**src/rtl/terminal_requisicao.sv**
```systemverilog
// Request terminal for one control-panel input interface: collects a user code and
// a function code, presents them to the panel and reacts to its rejection line.
module terminal_requisicao #(
  parameter int HOLD_CYCLES    = 50_000_000,
  parameter int TIMEOUT_CYCLES = 250_000_000,
  parameter int ERR_CYCLES     = 25_000_000,
  parameter int CNT_W          = 28
) (
  input  logic       clk,
  input  logic       reset,
  input  logic [2:0] code_in,
  input  logic       confirm,
  input  logic       cancel,
  input  logic       rejected,
  output logic [2:0] user_out,
  output logic [2:0] func_out,
  output logic       active,
  output logic       error,
  output logic [2:0] state
);

  typedef enum logic [2:0] {
    IDLE      = 3'b000,
    WAIT_FUNC = 3'b001,
    CHECK     = 3'b010,
    ACTIVE    = 3'b011,
    REJECT    = 3'b100
  } state_t;

  localparam logic [CNT_W-1:0] TIMEOUT_LOAD = CNT_W'(TIMEOUT_CYCLES - 1);
  localparam logic [CNT_W-1:0] HOLD_LOAD    = CNT_W'(HOLD_CYCLES - 1);
  localparam logic [CNT_W-1:0] ERR_LOAD     = CNT_W'(ERR_CYCLES - 1);
  localparam logic [CNT_W-1:0] CNT_ONE      = CNT_W'(1);
  localparam logic [CNT_W-1:0] CNT_ZERO     = '0;

  state_t           state_q, state_d;
  logic [2:0]       user_r, user_d;
  logic [2:0]       func_r, func_d;
  logic [CNT_W-1:0] cnt, cnt_d;
  logic             cnt_zero;

  assign cnt_zero = (cnt == CNT_ZERO);

  always_ff @(posedge clk or posedge reset) begin
    if (reset) begin
      state_q <= IDLE;
      user_r  <= 3'b000;
      func_r  <= 3'b000;
      cnt     <= CNT_ZERO;
    end else begin
      state_q <= state_d;
      user_r  <= user_d;
      func_r  <= func_d;
      cnt     <= cnt_d;
    end
  end

  // Cancel outranks everything outside IDLE, including a simultaneous confirm.
  always_comb begin
    state_d = state_q;
    user_d  = user_r;
    func_d  = func_r;
    cnt_d   = cnt;
    if (cancel && (state_q != IDLE)) begin
      state_d = IDLE;
      user_d  = 3'b000;
      func_d  = 3'b000;
      cnt_d   = CNT_ZERO;
    end else begin
      case (state_q)
        IDLE: begin
          if (confirm) begin
            user_d  = code_in;
            cnt_d   = TIMEOUT_LOAD;
            state_d = WAIT_FUNC;
          end
        end
        WAIT_FUNC: begin
          if (confirm) begin
            func_d  = code_in;
            state_d = CHECK;
          end else if (cnt_zero) begin
            state_d = IDLE;
          end else begin
            cnt_d = cnt - CNT_ONE;
          end
        end
        CHECK: begin
          if (rejected) begin
            cnt_d   = ERR_LOAD;
            state_d = REJECT;
          end else begin
            cnt_d   = HOLD_LOAD;
            state_d = ACTIVE;
          end
        end
        ACTIVE, REJECT: begin
          if (cnt_zero) begin
            state_d = IDLE;
          end else begin
            cnt_d = cnt - CNT_ONE;
          end
        end
        default: begin
          state_d = IDLE;
          user_d  = 3'b000;
          func_d  = 3'b000;
          cnt_d   = CNT_ZERO;
        end
      endcase
    end
  end

  // Codes reach the panel only while its verdict is being formed or is in force.
  always_comb begin
    user_out = 3'b000;
    func_out = 3'b000;
    active   = 1'b0;
    error    = 1'b0;
    case (state_q)
      CHECK: begin
        user_out = user_r;
        func_out = func_r;
      end
      ACTIVE: begin
        user_out = user_r;
        func_out = func_r;
        active   = 1'b1;
      end
      REJECT: error = 1'b1;
      default: begin
        user_out = 3'b000;
        func_out = 3'b000;
      end
    endcase
  end

  assign state = state_q;

endmodule

```
**config.mk**
```make
export PLATFORM = sky130hd
export DESIGN_NAME = terminal_requisicao
export DESIGN_NICKNAME = d
export VERILOG_FILES = /design/src/rtl/terminal_requisicao.sv
export SDC_FILE = /design/constraint.sdc
export NUM_CORES = 1
export LEC_CHECK = 0
export ABC_CLOCK_PERIOD_IN_PS = 2800
export BUFFER_PORTS_ARGS = -buffer_cell sky130_fd_sc_hd__buf_4
export CAP_MARGIN = 20
export CORE_MARGIN = 3
export CORE_UTILIZATION = 60
export DETAILED_ROUTE_END_ITERATION = 8
export GPL_TIMING_DRIVEN = 0
export PLACE_DENSITY = 0.79
export REMOVE_ABC_BUFFERS = 1
export SLEW_MARGIN = 0
export SYNTH_ARGS = -nofsm -noshare
export SYNTH_HDL_FRONTEND = slang
export SYNTH_SLANG_ARGS = --single-unit
```
**constraint.sdc**
```tcl
create_clock -name clk -period 2.8 [get_ports clk]
set_clock_uncertainty 0.05 [all_clocks]
set_input_delay 0.28 -clock clk [delete_from_list [all_inputs] [get_ports clk]]
set_output_delay 0.28 -clock clk [all_outputs]
set_load 0.05 [all_outputs]
```
==> impl.org <==
** CTS
- Insertion delay of the later-clocked pin in the worst-skew pair :: 0.30 ns
- H-tree levels :: 2
- Buffer cell driving the clock tree root :: sky130_fd_sc_hd__clkbuf_8
- The clock net in this run drives a total of 37 sinks.
- Clock-pin transition on the worst setup and hold timing paths :: ~0.08 ns
- Clock tree from TritonCTS :: done
- TritonCTS created 5 clock buffers.
- Buffers inserted to repair hold after CTS numbered 0.
- The longest clock path from root to sink contains 2 buffers.

** Setup path
- Grouping stages by cell kind, the critical path spends the most delay in simple AND/OR/NAND/NOR gates.
- CP endpoint kind :: register
- For the worst flop-to-flop path, the logic depth is 7.
- The critical path runs through a total of 7 cells.
- Crit path arrival time :: ~2.7 ns
- Worst Path Buf+Inv :: 1
- Slowest stage cell on the critical path :: sky130_fd_sc_hd__nor3b_2
- Crit path largest cell delay :: ~0.64 ns
- Cells along the critical path :: inv_1, ha_1, nor3b_2, nand3_1, or4b_1, nand4_1, o221ai_2
- The setup path with the least slack is of type reg2reg.
- Highest net fanout along the worst path :: 9
- Req. time, crit path :: about 2.9 ns
- Category of the worst setup path launch point :: register
- Register-to-register setup slack :: just under 0.2 ns

** Yosys
- After synthesis, the netlist uses 56 different library cells.
- In the synthesized netlist the dominant register cell turns out to be sky130_fd_sc_hd__dfrtp_1.
- Mean post-synth cell area :: 8.385 sq um
- For this run, the number of Yosys warnings is 0.
- Sequential element share of the synthesized area :: 35.05%
- Yosys mapped a number of flops with a built-in enable equal to 0.
- Summing every instance area after synthesis gives ~0.0026 sq mm.
- After synthesis, the share of flip-flops with an asynchronous set or reset is between 90% and 100%.
- After technology mapping, the gate count stands at approximately 320.
- In this run, synthesis produced a sequential element count of 37.

** Pwr
- Summed over all nets, the switching power comes to about 1.7 mW.
- Of the total power, the share spent switching nets is between 50% and 60%.
- Sequential cells account for a little under a third of the total power.
- Power density over the cells :: 1112 mW/mm^2
- Combinational cells account for a little under three fifths of the total power.
- Summed over all cells, the static leakage comes to around 1.2 nW.
- Worst voltage drop across the vdd grid :: 0.6042 mV
- Of the total power, the clock network draws 11.8%.
- Internal power :: between 1.5 and 2 mW

** Floorplan
- Die ar. :: about 0.0052 sq mm
- Number of core rows :: 23
- IO Pins :: 19
- In this run the standard cell core region covers ~0.004 sq mm.
- For this configuration, the core starts out at a cell density of roughly 64%.
- From bottom edge to top edge, the die measures roughly 72 um.
- The die is between 70 and 80 um wide.

** Finish
- Once layout is done, the placed cells without fillers occupy just under 0.003 sq mm.
- The library cells used most frequently in the layout, excluding fill and tap cells, are sky130_fd_sc_hd__dfrtp_1 (37), sky130_fd_sc_hd__nor2_1 (27), sky130_fd_sc_hd__buf_4 (27).
- Antenna diode instance count :: 0
- Leaving out filler cells and counting taps, the final layout contains ~380.
- Leaving out fill and tap cells, the most frequent cell in the layout is sky130_fd_sc_hd__dfrtp_1.
- Fillers :: about 330
- Relative to the synthesized area, the layout overhead comes to 12.46%.
- In the final layout, the share of cells above drive strength 1 is 17.47%.
- Nets@finish :: about 340

** Route
- The final layout contains routed wiring with a total length of between 7000 and 8000 um.
- After detailed routing, the average wire length per cell comes to approximately 21 um.
- The first detailed-routing pass took 8 iterations.
- Average vias per placed instance :: 7.225
- Number of design-rule violations left by the first detailed-router iteration :: about 500
- Number of routed nets with antenna violations :: 0
- In the routed design, unresolved DRC markers number 0.
- Total via count after detailed routing :: approximately 2.8k

** Placed design
- Placed instance count :: 365
- Half-perimeter wire length of the detailed placement result :: between 5000 and 6000 um
- Post-Place Cell Area :: approximately 0.0028 sq mm
- Total of buffers placed on input and output ports :: 18
- Routability-driven placement finished with a final weighted congestion of 0.9792.

** Global routing
- Entering global routing, the biggest net connects 21 pins.
- Summed over all layers, the global routing overflow is 0.
- Global Route Usage Sum :: just over 30%
- Number of antenna violations at the first check in global routing :: 0
- Vias in the first global route :: 2,475
- The first global-routing pass estimated between 10,000 and 15,000 um of wire.

** Timing
- Setup violations remaining at the end of the flow were counted as 0.
- Measured against its own limit, the worst slew margin works out to slightly below 30%.
- The number of pins exceeding their max-slew limit in the final report is 0.
- Tmin final :: roughly 2.6 ns
- Measured slew at the worst slew-check pin :: roughly 1.1 ns
- Worst hold slack across all endpoints :: about 0.084 ns
- The number of hold violations in the final report came to 0.
- Setup total negative slack on the finished layout was measured at 0 ns.
- Final period util :: between 90% and 100%
- Based on the critical path, the design can be clocked at up to 384.0 MHz.

** Status
- Run status :: complete, no violations

** Hold path
- The worst hold path belongs to the class in2async.

** Flow run
- Total of max-cap violations :: 0
## cell families after synthesis
kind of cell / share of synthesized area, %
AO/OA/AOI/OAI: 28.04
AND/OR/NAND/NOR: 29.80
buffers and inverters: 5.779
flip-flops: 35.05
adder cells (fa/ha/maj): 0.9473
multiplexers: 0.3790
## metrics by stage
stage          utilization [%]  total power [mW]  setup WS, ns
6_report                 72.18             3.302        0.1955
5_1_grt                  72.18             3.504      -0.01168
3_3_place_gp             66.37             2.694       -0.8252
4_1_cts                  70.87             3.186      0.008076
2_1_floorplan                -             2.256       -0.3826
3_5_place_dp             67.62             2.770       -0.4641
## cell type report
cell class	count	area (sq um)	area share, %
Tap cell	50	62.56	2.106
Inverter	12	45.04	1.516
Sequential cell	37	925.9	31.17
Clock buffer	7	86.33	2.906
Timing Repair Buffer	29	241.5	8.130
Multi-Input combinational cell	247	1609	54.17
## metal layers
| layer | global-route usage [%] | part of all wire [%] |
|---|---|---|
| met1 | 45.25 | 43 |
| met5 | 0 | 0 |
| met2 | 43.58 | 44 |
| met3 | 7.202 | 9.6 |
| met4 | 13.36 | 3.9 |
## Yosys cell counts, types with 6 or more instances
library cell	instances	area, sq um
sky130_fd_sc_hd__nand3_1	8	40.04
sky130_fd_sc_hd__o31ai_1	9	67.56
sky130_fd_sc_hd__o21ai_0	22	110.1
sky130_fd_sc_hd__a31oi_1	13	81.33
sky130_fd_sc_hd__clkbuf_1	11	41.29
sky130_fd_sc_hd__inv_1	12	45.04
sky130_fd_sc_hd__nor2b_1	6	37.54
sky130_fd_sc_hd__o211ai_1	12	90.09
sky130_fd_sc_hd__nor3_1	14	70.07
sky130_fd_sc_hd__dfrtp_1	37	925.9
sky130_fd_sc_hd__nand4_1	6	37.54
sky130_fd_sc_hd__o2111ai_1	6	52.55
sky130_fd_sc_hd__nand2_1	24	90.09
sky130_fd_sc_hd__and2_1	7	43.79
sky130_fd_sc_hd__nor4_1	7	43.79
sky130_fd_sc_hd__nor2_1	28	105.1
sky130_fd_sc_hd__a21oi_1	15	75.07
## final timing paths
check,from,end
worst max-delay path,cnt[0],cnt[26]
max in group asynchronous,reset,cnt[23]
worst min-delay path,reset,state[0]
min in group clk,code_in[0],user_r[0]
worst min register to register,func_r[2],func_r[2]
worst max register to register,cnt[0],cnt[26]
## flip-flops by register name (all words and copies together), names as in the netlist
name,count
cnt,28
func_r,3
user_r,3
state,3
## power groups by stage
stage               clock network, mW  logic [mW]  registers, mW
floorplan                           0        1.24           1.02
global placement                    0        1.66           1.03
detailed placement                  0        1.73           1.04
CTS                             0.391        1.76           1.03
global route                    0.407        2.01           1.09
finish                          0.390        1.86           1.05
## timing repair
item,4_1_cts,5_1_grt
resized for setup,2,2
setup endpoints to repair,26,16
pin swaps,2,3
gates cloned,1,0
setup buffers,3,6
Note: power is estimated with default switching activity, not from simulation.
